$ cat src/rtl/clk_div_multi_if.sv
// -----------------------------------------------------------------------------
// clk_div_multi_if
// Bundles the control inputs and generated outputs of the multi-channel clock
// generator so the command side and the generator share a single port.
//
//   EN        per-channel run enable (level)
//   LOAD      per-channel one-cycle strobe capturing HI_CNT/LO_CNT into shadow
//   HI_CNT    packed high-phase lengths, channel i at [i*DIV_WIDTH +: DIV_WIDTH]
//   LO_CNT    packed low-phase lengths, same slicing
//   SYNC      one-cycle strobe restarting all enabled channels in phase
//   CLK_OUT   generated clocks
//   TC_PULSE  one-cycle pulse on each CLK_OUT rising edge
//   PENDING   shadow loaded but not yet applied
//
// master : command side (drives controls, observes outputs)
// slave  : generator side
// -----------------------------------------------------------------------------
interface clk_div_multi_if #(
   parameter int NUM_CH    = 4,
   parameter int DIV_WIDTH = 16
);
   logic [NUM_CH-1:0]           EN;
   logic [NUM_CH-1:0]           LOAD;
   logic [NUM_CH*DIV_WIDTH-1:0] HI_CNT;
   logic [NUM_CH*DIV_WIDTH-1:0] LO_CNT;
   logic                        SYNC;
   logic [NUM_CH-1:0]           CLK_OUT;
   logic [NUM_CH-1:0]           TC_PULSE;
   logic [NUM_CH-1:0]           PENDING;

   modport master (
      output EN, LOAD, HI_CNT, LO_CNT, SYNC,
      input  CLK_OUT, TC_PULSE, PENDING
   );

   modport slave (
      input  EN, LOAD, HI_CNT, LO_CNT, SYNC,
      output CLK_OUT, TC_PULSE, PENDING
   );
endinterface

$ cat src/rtl/clk_div_multi.sv
// -----------------------------------------------------------------------------
// clk_div_multi
// Multi-channel programmable clock generator. Each channel produces a clock
// with independent high/low phase lengths, a double-buffered divisor that is
// only applied when the output rises (so no runt pulses), and a shared SYNC
// that restarts every enabled channel in phase. All outputs are registered in
// the CLK_IN domain.
//
// Ports:
//   CLK_IN   system clock, rising edge
//   RST_N    asynchronous active-low reset
//   bus      clk_div_multi_if.slave (EN, LOAD, HI_CNT, LO_CNT, SYNC in;
//            CLK_OUT, TC_PULSE, PENDING out)
// -----------------------------------------------------------------------------
module clk_div_multi #(
   parameter int NUM_CH    = 4,
   parameter int DIV_WIDTH = 16
) (
   input  logic            CLK_IN,
   input  logic            RST_N,
   clk_div_multi_if.slave  bus
);

   typedef enum logic [1:0] {
      ST_IDLE = 2'd0,
      ST_HIGH = 2'd1,
      ST_LOW  = 2'd2
   } state_t;

   localparam logic [DIV_WIDTH-1:0] ONE_C  = {{(DIV_WIDTH-1){1'b0}}, 1'b1};
   localparam logic [DIV_WIDTH-1:0] ZERO_C = {DIV_WIDTH{1'b0}};

   // A programmed length of zero behaves as a single cycle.
   function automatic logic [DIV_WIDTH-1:0] clamp_len(input logic [DIV_WIDTH-1:0] len);
      return (len == ZERO_C) ? ONE_C : len;
   endfunction

   logic [NUM_CH-1:0] clk_out_s;
   logic [NUM_CH-1:0] tc_pulse_s;
   logic [NUM_CH-1:0] pending_s;

   for (genvar ch = 0; ch < NUM_CH; ch++) begin : g_ch
      state_t                 state_r;
      logic [DIV_WIDTH-1:0]   cntr_r;
      logic [DIV_WIDTH-1:0]   hi_act_r;
      logic [DIV_WIDTH-1:0]   lo_act_r;
      logic [DIV_WIDTH-1:0]   hi_shd_r;
      logic [DIV_WIDTH-1:0]   lo_shd_r;
      logic                   pend_r;
      logic                   clk_r;
      logic                   tc_r;
      logic [DIV_WIDTH-1:0]   hi_in_s;
      logic [DIV_WIDTH-1:0]   lo_in_s;
      logic                   start_s;

      // Decode this channel's length slices and whether the output rises on
      // the coming edge (the single apply point for the shadow registers).
      always_comb begin
         hi_in_s = clamp_len(bus.HI_CNT[ch*DIV_WIDTH +: DIV_WIDTH]);
         lo_in_s = clamp_len(bus.LO_CNT[ch*DIV_WIDTH +: DIV_WIDTH]);
         start_s = 1'b0;
         if (bus.SYNC && bus.EN[ch]) begin
            start_s = 1'b1;
         end else begin
            case (state_r)
               ST_IDLE: start_s = bus.EN[ch];
               ST_LOW:  start_s = (cntr_r >= lo_act_r) && bus.EN[ch];
               default: start_s = 1'b0;
            endcase
         end
      end

      // Per-channel phase FSM, counter, and double-buffered divisor.
      always_ff @(posedge CLK_IN or negedge RST_N) begin
         if (!RST_N) begin
            state_r  <= ST_IDLE;
            cntr_r   <= ONE_C;
            hi_act_r <= ONE_C;
            lo_act_r <= ONE_C;
            hi_shd_r <= ONE_C;
            lo_shd_r <= ONE_C;
            pend_r   <= 1'b0;
            clk_r    <= 1'b0;
            tc_r     <= 1'b0;
         end else begin
            tc_r <= 1'b0;
            if (start_s) begin
               // Entering HIGH; the shadow present before this edge is
               // what gets applied, a LOAD on this same edge waits.
               state_r <= ST_HIGH;
               clk_r   <= 1'b1;
               tc_r    <= 1'b1;
               cntr_r  <= ONE_C;
               if (pend_r) begin
                  hi_act_r <= hi_shd_r;
                  lo_act_r <= lo_shd_r;
               end
            end else begin
               case (state_r)
                  ST_IDLE: begin
                     clk_r  <= 1'b0;
                     cntr_r <= ONE_C;
                  end
                  ST_HIGH: begin
                     if (cntr_r >= hi_act_r) begin
                        state_r <= ST_LOW;
                        clk_r   <= 1'b0;
                        cntr_r  <= ONE_C;
                     end else begin
                        cntr_r  <= cntr_r + ONE_C;
                     end
                  end
                  ST_LOW: begin
                     // Reaching the end of LOW without start_s means EN is low.
                     if (cntr_r >= lo_act_r) begin
                        state_r <= ST_IDLE;
                        clk_r   <= 1'b0;
                        cntr_r  <= ONE_C;
                     end else begin
                        cntr_r  <= cntr_r + ONE_C;
                     end
                  end
                  default: begin
                     state_r <= ST_IDLE;
                     clk_r   <= 1'b0;
                     cntr_r  <= ONE_C;
                  end
               endcase
            end

            if (bus.LOAD[ch]) begin
               hi_shd_r <= hi_in_s;
               lo_shd_r <= lo_in_s;
               pend_r   <= 1'b1;
            end else if (start_s) begin
               pend_r   <= 1'b0;
            end else begin
               pend_r   <= pend_r;
            end
         end
      end

      assign clk_out_s[ch]  = clk_r;
      assign tc_pulse_s[ch] = tc_r;
      assign pending_s[ch]  = pend_r;
   end

   assign bus.CLK_OUT  = clk_out_s;
   assign bus.TC_PULSE = tc_pulse_s;
   assign bus.PENDING  = pending_s;

endmodule

$ cat src/flat_wrapper.sv
// flat-port wrapper written by rule: the top's interface ports become plain ports
module clk_div_multi_flat 
#(
   parameter int NUM_CH    = 4,
   parameter int DIV_WIDTH = 16
)
  (CLK_IN, RST_N, bus_EN, bus_LOAD, bus_HI_CNT, bus_LO_CNT, bus_SYNC, bus_CLK_OUT, bus_TC_PULSE, bus_PENDING);
  clk_div_multi_if #(.NUM_CH(NUM_CH), .DIV_WIDTH(DIV_WIDTH)) bus_i ();
  input  logic CLK_IN;
  input  logic RST_N;
  input wire logic [$bits(bus_i.EN)-1:0] bus_EN;
  input wire logic [$bits(bus_i.LOAD)-1:0] bus_LOAD;
  input wire logic [$bits(bus_i.HI_CNT)-1:0] bus_HI_CNT;
  input wire logic [$bits(bus_i.LO_CNT)-1:0] bus_LO_CNT;
  input wire logic [$bits(bus_i.SYNC)-1:0] bus_SYNC;
  output wire logic [$bits(bus_i.CLK_OUT)-1:0] bus_CLK_OUT;
  output wire logic [$bits(bus_i.TC_PULSE)-1:0] bus_TC_PULSE;
  output wire logic [$bits(bus_i.PENDING)-1:0] bus_PENDING;
  assign bus_i.EN = bus_EN;
  assign bus_i.LOAD = bus_LOAD;
  assign bus_i.HI_CNT = bus_HI_CNT;
  assign bus_i.LO_CNT = bus_LO_CNT;
  assign bus_i.SYNC = bus_SYNC;
  assign bus_CLK_OUT = bus_i.CLK_OUT;
  assign bus_TC_PULSE = bus_i.TC_PULSE;
  assign bus_PENDING = bus_i.PENDING;
  clk_div_multi #(.NUM_CH(NUM_CH), .DIV_WIDTH(DIV_WIDTH)) u_core (.CLK_IN(CLK_IN), .RST_N(RST_N), .bus(bus_i));
endmodule
$ cat config.mk
export PLATFORM = sky130hd
export DESIGN_NAME = clk_div_multi_flat
export DESIGN_NICKNAME = d
export VERILOG_FILES = /design/src/rtl/clk_div_multi_if.sv /design/src/rtl/clk_div_multi.sv /design/src/flat_wrapper.sv
export SDC_FILE = /design/constraint.sdc
export NUM_CORES = 1
export LEC_CHECK = 0
export ABC_AREA = 0
export CAP_MARGIN = 20
export CORE_UTILIZATION = 52
export CTS_CLUSTER_DIAMETER = 100
export DETAILED_ROUTE_END_ITERATION = 16
export PLACE_DENSITY = 0.73
export SLEW_MARGIN = 20
export SYNTH_ARGS = -nofsm -noshare
export SYNTH_HDL_FRONTEND = slang
export SYNTH_SLANG_ARGS = --single-unit
$ cat constraint.sdc
create_clock -name CLK_IN -period 7 [get_ports CLK_IN]
set_clock_uncertainty 0.2 [all_clocks]
set_input_delay 1.75 -clock CLK_IN [delete_from_list [all_inputs] [get_ports CLK_IN]]
set_output_delay 1.75 -clock CLK_IN [all_outputs]
set_load 0.02 [all_outputs]
# Yosys cells after proc, flatten, opt, wreduce, memory -nomap -nowiden
# Index checks and enable logic that the tools add are counted.
# classes
n_lt_le_gt_ge,8
n_eq_ne,20
reduce_logical,36
n_addsub,4
mux,76
# op_table
op,count
2-to-1 mux 16 bit,20
>= comparator 16 bit,8
zero test 16 bit,8
case mux 16 bit (2 select lines),4
adder 16 x 1 -> 16 bit (second input constant),4
2-to-1 mux 1 bit,28
2-to-1 mux 2 bit,12
!= test 3 x 1 -> 1 bit (second input constant),8
case mux 2 bit (3 select lines),4
case mux 1 bit (2 select lines),8
AND reduction 2 bit,8
AND reduction 3 bit,4
== test 2 x 1 -> 1 bit (second input constant),4
== test 2 bit (second input constant),4
logical AND 1 bit,8
zero test 2 bit,4
!= test 2 x 1 -> 1 bit (second input constant),4
nonzero test 2 bit,4
# totals
output_inout_bits,12
regBits,340

# Depth between registers and ports, before layout
# Gate-level depths: netlist of the first run.
# depth
word_depth,6
ltp_mapped,11
mapped_depth_nobuf,9

# Worst setup path before layout of the first run
# No wires, ideal clock.
# synth_timing
path_type,in2reg
start,input port bus_SYNC
end,register u_core.g_ch[3].hi_act_r[10]
arrival_ps,3261
setup_slack_ps,3414
stages,8
setup_time_ps,125
path_cell_list,nor2_1 or4b_4 o21ai_4 inv_2 and2_1 buf_6 buf_6 mux2_4
# synth_via
elab_chain_len,3
# synth_rtl
element,line,rtl
start: declaration,flat_wrapper.sv:15,input wire logic [$bits(bus_i.SYNC)-1:0] bus_SYNC;
logical AND 1 bit,clk_div_multi.sv:62,if (bus.SYNC && bus.EN[ch]) begin
2-to-1 mux 1 bit,clk_div_multi.sv:62,
named net u_core.g_ch[3].start_s,clk_div_multi.sv:54,logic start_s;
AND reduction 2 bit (no source line),n/a,
end signal: assignment,clk_div_multi.sv:95,hi_act_r <= hi_shd_r;
end: declaration,clk_div_multi.sv:45,logic [DIV_WIDTH-1:0] hi_act_r;
# The timed path passes the listed nets, and every way through them passes these cells.
# A chain may end at the register's enable or synchronous reset.

# Worst setup path after layout of the first run
# layout_timing
start,input port bus_SYNC
end,register u_core.g_ch[3].hi_act_r[1]
# The elaborated chain is that of the path after synthesis.

==> results of run 1 <==
per-stage QoR:
step	setup slack (ps)	hold WS (ps)	total power, mW	cells	util
2_1_floorplan	3410	250	4.44	1451	-
3_5_place_dp	2270	275	4.98	2008	0.580
3_3_place_gp	2310	269	4.87	2008	0.580
6_report	2870	284	7.03	2079	0.620
4_1_cts	2790	288	7.10	2077	0.619
5_1_grt	2660	299	7.49	2079	0.620
layout by cell type (no fill, tap or decap), drive strengths merged, types with 8 or more instances in the layout:
cell and n:
dfrtp 320, mux2 248, inv 150, clkdlybuf4s50 149, ha 144, nand2 70, nor2 69, clkbuf 52
a21oi 50, xor2 33, nand3 31, o21ai 29, nor4 27, nor3 22, xnor2 22, nand4 21
dfstp 20, and2 19, nor4b 13, a21o 11, and3 11, buf 10, nand2b 9, a41oi 8
clkinv 8
cells in the mapped netlist (3+ instances only):
master       n
dfrtp_1    320
inv_1      145
ha_1       144
mux2_2     128
mux2_4      90
nand2_1     70
nor2_1      69
a21oi_1     50
xor2_1      33
mux2_1      30
nand3_1     30
nor4_1      26
o21ai_0     26
nor3_1      22
xnor2_1     22
dfstp_2     20
nand4_1     20
and2_1      17
clkbuf_1    16
nor4b_1     13
buf_4       12
a21o_1      11
and3_1      11
buf_6       11
nand2b_1     9
a41oi_1      8
a2111oi_0    5
a211oi_1     5
and4_1       5
o21a_1       5
or3_1        5
buf_2        4
o21bai_1     4
a2111o_1     3
buf_1        3
buf_12       3
nor2b_1      3
registers in the layout, summed over array words and instances, names as in the netlist:
signal,count
u_core.g_ch.hi_shd_r,64
u_core.g_ch.lo_shd_r,64
u_core.g_ch.pend_r,4
u_core.g_ch.lo_act_r,64
u_core.g_ch.clk_r,4
u_core.g_ch.cntr_r,64
u_core.g_ch.state_r,8
u_core.g_ch.hi_act_r,64
u_core.g_ch.tc_r,4
worst paths after layout:
check,to,slack (ps),depth (start not counted)
min reg2reg,u_core.g_ch[1].hi_act_r[5],280,1
min in group asynchronous,u_core.g_ch[2].hi_act_r[14],1050,1
max reg2reg,u_core.g_ch[3].hi_act_r[1],3570,8
min,u_core.g_ch[1].hi_act_r[5],280,1
max,u_core.g_ch[3].hi_act_r[1],2870,7
max in group asynchronous,u_core.g_ch[0].hi_act_r[13],4130,2
worst max-delay path: cells and delay by family:
| kind | cells | cell delay, ps |
|---|---|---|
| multiplexers | 1 | 420 |
| buffers and inverters | 2 | 750 |
| AO/OA/AOI/OAI | 2 | 470 |
| AND/OR/NAND/NOR | 2 | 920 |
cell type report:
cell class / instances / share of cell area
Timing Repair Buffer: 160 / 0.0769
Inverter: 147 / 0.0266
Sequential cell: 340 / 0.412
Clock inverter: 18 / 0.0128
Clock buffer: 51 / 0.0502
Tap cell: 448 / 0.0270
Multi-Input combinational cell: 915 / 0.395
layer usage:
| layer | GRT usage | vias to the layer above | wire length [um] |
|---|---|---|---|
| li1 | - | 5414 | - |
| met1 | 0.268 | 5588 | 15400 |
| met2 | 0.366 | 168 | 17400 |
| met3 | 0.0335 | 60 | 1110 |
| met4 | 0.0659 | 0 | 821 |
| met5 | 0 | - | 0 |
power groups by stage:
stage          registers, mW  clock network [mW]  logic, mW
2_1_floorplan           2.73                   0       1.71
3_3_place_gp            2.84                   0       2.03
3_5_place_dp            2.85                   0       2.13
4_1_cts                 2.83                2.12       2.15
5_1_grt                 2.90                2.20       2.39
6_report                2.83                2.07       2.13
logic make-up after synthesis:
logic type	after synthesis	synth area share
compound gates	149	0.0607
xor+xnor	55	0.0273
fa+ha+maj	144	0.102
buf+inv	196	0.0520
flops	340	0.484
mux	250	0.179
simple gates	317	0.0952
==> summary.md, run 1 <==
| Metric | Value |
|---|---|
| Outcome | `completed` |
| Count of fill cells added during filler insertion | `2595` |
| Core outline area | `33400 um^2` |
| Max transition margin | `0.299` |
| EDFF count, synth | `0` |
| Crit Reg-Reg Startpoint | `u_core.g_ch[3].cntr_r[9]` |
| Fraction of synthesis flops using an asynchronous set or reset pin | `1.00` |
| Post-DP Area | `19400 um^2` |
| Overall Global Routing Usage | `0.210` |
| Sw frac | `0.302` |
| Starting Density | `0.527` |
| CTS tree | `yes` |
| Number of rows in the core area | `between 60 and 70` |
| Count of final setup violators | `0` |
| Net Sw Power | `between 2 and 2.5 mW` |
| Iteration-0 DRC Markers | `506` |
| H-tree depth reported by CTS | `2` |
| Number of distinct library cell variants in the gate-level netlist after synthesis | `75` |
| Post-DP HPWL | `roughly 25000 um` |
| Leakage power of the design | `9.70 nW` |
| Clock latency at the later pin of the worst-skew pair | `540 ps` |
| Mean instance size in the synthesized netlist | `12.2 um^2` |
| Total count of hold-check failures in the final report | `0` |
| Relative contribution of sequential cells to total power | `0.402` |
| Clock slew at the register clock pins of the worst setup and hold paths | `60 ps` |
| I/O Buffers | `150` |
| Top post-synthesis cells by area | `dfrtp_1 (45%), ha_1 (10%), mux2_2 (8.2%)` |
| Max-Cap Viols | `0` |
| Critical Path, Cell by Cell | `clkdlybuf4s50_1 -> nor2_1 -> a21boi_0 -> o21ai_4 -> inv_2 -> and2_2 -> mux2_2` |
| Syn Nets | `1734` |
| Launch point of the worst hold path | `u_core.g_ch[1].hi_act_r[5]` |
| Die H | `roughly 190 um` |
| Cells after Synth | `1451` |
| Max-slew violations | `0` |
| Initial antenna violation count | `0` |
| Path class of the lowest-slack min-delay path | `flip-flop to flip-flop` |
| Area added between synthesis and finish | `17.6%` |
| Post-synthesis cell area | `17600 um^2` |
| Post-layout minimum cycle time | `4130 ps` |
| Number of synthesized register bits | `340` |
| Setup Buffers After CTS | `0` |
| Maximum operating frequency | `about 0.24 GHz` |
| Setup repair after global routing missed its margin | `no` |
| Via count of the first global-routing pass | `roughly 12000` |
| Quantity of hold-fixing buffers added after cts | `0` |
| Total via count in the routed design | `11200` |
| Final Wtd Congestion | `approximately 0.85` |
| Largest net degree at the start of global routing | `182` |
| Req. time, crit path | `7200 ps` |
| Crit path kind | `input port to flip-flop` |
| Post-cts gate resize count | `0` |
| Critical-path maximum fanout | `32` |
| Cts bufs inserted | `38` |
| Kind of end point of the critical path | `flip-flop` |
| Wire length after detailed routing | `34700 um` |
| Logic gate share of total power | `0.303` |
| Number of routed nets with antenna violations | `0` |
| Maximum clock insertion buffer count | `3` |
| Multi-input gate area | `8180 um^2` |
| Data arrival time of the critical path | `4320 ps` |
| X dimension of the die | `186 um` |
| Die Area | `34700 um^2` |
| IO Pins | `151` |
| Cell Int Power | `4.91 mW` |
| DR WL/cell | `roughly 17 um` |
| Buffer type at the clock tree root | `clkbuf_16` |
| CP Launch Point | `bus_SYNC` |
| First-pass DRT Iterations | `4` |
| Most used flip-flop cell after synthesis | `dfrtp_1` |
| Final net count | `1885` |
| Detailed-route vias per instance | `about 5.4` |
| Slowest cell delay on critical path | `830 ps` |
| Synth Warn # | `0` |
| Sink Count | `340` |
| Power density over cell area | `339 nW/um^2` |
| Slowest CP cell | `and2_2` |
| Transition time at the pin with the least slew margin | `1050 ps` |
| Fraction of post-synthesis cell area in the top cell type by area | `0.454` |
| Nature of the critical path startpoint | `input port` |
| Sequential cell area in the final layout | `8530 um^2` |
| Detailed-route DRC error count | `0` |
| Share of post-route cells with drive strength above 1 | `0.201` |
| Tcrit/Tclk final | `0.590` |
| Total negative slack for setup checks | `0 ps` |
| Cell area after layout | `20700 um^2` |
| Max VDD drop | `0.000239 V` |
| Number of antenna diodes | `0` |
| GR Overflow Total | `0` |
| Clock share of power | `0.295` |
| Proportion of synthesized chip area in sequential cells | `0.484` |
| First-pass GRT wire length | `58300 um` |
| Synth area leader | `dfrtp_1` |
(Power assumes the default switching activity.)
==> run 2: changes to the inputs <==
clock period = 4.1 ns   (was 7 ns; I/O delays follow)
==> summary.md, run 2 (synthesized netlist as in run 1, its figures left out) <==
| Metric | Value |
|---|---|
| Share of post-route cells with drive strength above 1 | `0.203 (was 0.201)` |
| Post-DP Area | `19500 um^2 (was 19400 um^2)` |
| Core outline area | `33400 um^2 (unchanged)` |
| CTS tree | `yes (unchanged)` |
| Detailed-route vias per instance | `5.41 (was 5.40)` |
| H-tree depth reported by CTS | `2 (unchanged)` |
| First-pass DRT Iterations | `6 (was 4)` |
| GR Overflow Total | `0 (unchanged)` |
| Clock slew at the register clock pins of the worst setup and hold paths | `60 ps (about the same)` |
| Number of routed nets with antenna violations | `0 (unchanged)` |
| Most common cell after layout, fill and taps aside | `dfrtp_1 (unchanged)` |
| Crit path kind | `flip-flop to flip-flop (was input port to flip-flop)` |
| Logic gate share of total power | `0.302 (was 0.303)` |
| Post-cts gate resize count | `0 (unchanged)` |
| Transition time at the pin with the least slew margin | `1040 ps (was 1050 ps)` |
| Setup Buffers After CTS | `0 (unchanged)` |
| Number of rows in the core area | `67 (unchanged)` |
| Amount of wire on met3 after detailed routing | `1140 um (was 1110 um)` |
| Wire length on met1 | `15700 um (was 15400 um)` |
| Quantity of hold-fixing buffers added after cts | `0 (unchanged)` |
| Tcrit/Tclk final | `0.852` |
| Sw frac | `0.298 (was 0.302)` |
| Clock latency at the later pin of the worst-skew pair | `520 ps (was 540 ps)` |
| Data arrival time of the critical path | `3680 ps (was 4320 ps)` |
| Max transition margin | `0.304 (was 0.299)` |
| Outcome | `completed (unchanged)` |
| Kind of end point of the critical path | `flip-flop (unchanged)` |
| Metal2 WL | `17700 um (was 17400 um)` |
| Total negative slack for setup checks | `0 ps (unchanged)` |
| Setup repair after global routing missed its margin | `no (unchanged)` |
| Relative contribution of sequential cells to total power | `0.398 (was 0.402)` |
| Sink Count | `340 (unchanged)` |
| Critical-path maximum fanout | `32 (unchanged)` |
| Power density over cell area | `584 nW/um^2 (was 339 nW/um^2)` |
| Leakage power of the design | `9.76 nW (was 9.70 nW)` |
| Post-layout minimum cycle time | `approximately 3500 ps` |
| Max-slew violations | `0 (unchanged)` |
| Via count of the first global-routing pass | `11900 (about the same)` |
| Die H | `186 um (unchanged)` |
| Clock share of power | `0.300 (was 0.295)` |
| Highest routed layer | `met4 (unchanged)` |
| Initial antenna violation count | `0 (unchanged)` |
| I/O Buffers | `150 (unchanged)` |
| Most used cells in the layout excluding fill and tap cells | `dfrtp_1 (320), clkdlybuf4s50_1 (149), inv_1 (145) (unchanged)` |
| Cts bufs inserted | `38 (unchanged)` |
| Die Area | `34700 um^2 (unchanged)` |
| Cell Int Power | `8.54 mW (was 4.91 mW)` |
| Final Wtd Congestion | `0.851 (was 0.852)` |
| Total via count in the routed design | `11300 (was 11200)` |
| Req. time, crit path | `4290 ps (was 7200 ps)` |
| X dimension of the die | `186 um (unchanged)` |
| Total count of hold-check failures in the final report | `0 (unchanged)` |
| Detailed-route DRC error count | `0 (unchanged)` |
| Overall Global Routing Usage | `0.212 (was 0.210)` |
| Final net count | `1894 (was 1885)` |
| Path class of the lowest-slack min-delay path | `flip-flop to flip-flop (unchanged)` |
| Cell area after layout | `20900 um^2 (was 20700 um^2)` |
| Iteration-0 DRC Markers | `497 (was 506)` |
| Starting Density | `0.527 (unchanged)` |
| Max VDD drop | `0.000301 V (was 0.000239 V)` |
| Buffer type at the clock tree root | `clkbuf_16 (unchanged)` |
| Wire length after detailed routing | `35500 um (was 34700 um)` |
| Post-DP HPWL | `25600 um (was 25200 um)` |
| Nature of the critical path startpoint | `flip-flop (was input port)` |
| Number of antenna diodes | `0 (unchanged)` |
| Count of final setup violators | `0 (unchanged)` |
| IO Pins | `151 (unchanged)` |
| Max-Cap Viols | `0 (unchanged)` |
| Setup slack, reg-to-reg | `610 ps (was 3570 ps)` |
| Largest net degree at the start of global routing | `97 (was 182)` |
| Maximum operating frequency | `0.286 GHz` |
| DR WL/cell | `17.0 um (was 16.7 um)` |
| Maximum clock insertion buffer count | `3 (unchanged)` |
| First-pass GRT wire length | `58800 um (was 58300 um)` |
| Net Sw Power | `3.63 mW (was 2.12 mW)` |
| Area added between synthesis and finish | `18.3% (was 17.6%)` |
| Count of fill cells added during filler insertion | `2607 (was 2595)` |
-- run 2: per-layer routing --
| metal | vias to the layer above | track usage |
|---|---|---|
| li1 | 5432 | - |
| met1 | 5590 | 0.270 |
| met2 | 195 | 0.371 |
| met3 | 72 | 0.0323 |
| met4 | 0 | 0.0659 |
| met5 | - | 0 |
-- run 2: area by class of cell --
type,count,area (um^2),area share
repair buffers,169,1690,0.0809
well taps,448,561,0.0269
multi-input cells,915,8180,0.392
flip-flops and latches,340,8530,0.409
inverters,147,552,0.0265
clock inverters,14,277,0.0133
clock buffers,54,1060,0.0509
-- run 2: critical path: stages, from the launching register on --
cell,delay [ps]
dfrtp_1,470
ha_1,340
nand2_1,70
a2111o_1,430
o32ai_4,350
o21ai_4,160
inv_2,90
and2_2,830
mux2_2,420
-- run 2: final timing paths --
path	cells past startpoint	from	to
worst min-delay path	1	u_core.g_ch[1].hi_act_r[7]	u_core.g_ch[1].hi_act_r[7]
worst min register to register	1	u_core.g_ch[1].hi_act_r[7]	u_core.g_ch[1].hi_act_r[7]
worst max-delay path	8	u_core.g_ch[3].cntr_r[9]	u_core.g_ch[3].hi_act_r[1]
min in group asynchronous	1	RST_N	u_core.g_ch[2].hi_act_r[1]
worst max register to register	8	u_core.g_ch[3].cntr_r[9]	u_core.g_ch[3].hi_act_r[1]
max in group asynchronous	2	RST_N	u_core.g_ch[3].lo_act_r[0]
-- run 2: per-stage QoR --
step	setup slack, ps	std cells	total power [mW]	hold WS [ps]	utilization
floorplan	1200	1451	7.58	250	-
global route	470	2087	12.9	300	0.623
CTS	624	2086	12.3	287	0.623
detailed placement	403	2018	8.55	269	0.583
global placement	447	2018	8.35	266	0.583
finish	607	2087	12.2	285	0.623
-- run 2: power by group through the flow --
stage          Sequential (mW)  Combinational (mW)  Clock [mW]
2_1_floorplan             4.66                2.92           0
3_3_place_gp              4.86                3.49           0
3_5_place_dp              4.89                3.66           0
4_1_cts                   4.85                3.70        3.74
5_1_grt                   4.96                4.11        3.87
6_report                  4.84                3.68        3.65
==> run 3: changes to the inputs <==
CTS_CLUSTER_DIAMETER = not set   (was 100)
==> results of run 3 <==
Same layout as run 2: the final DEF is identical, and so are final timing and power.
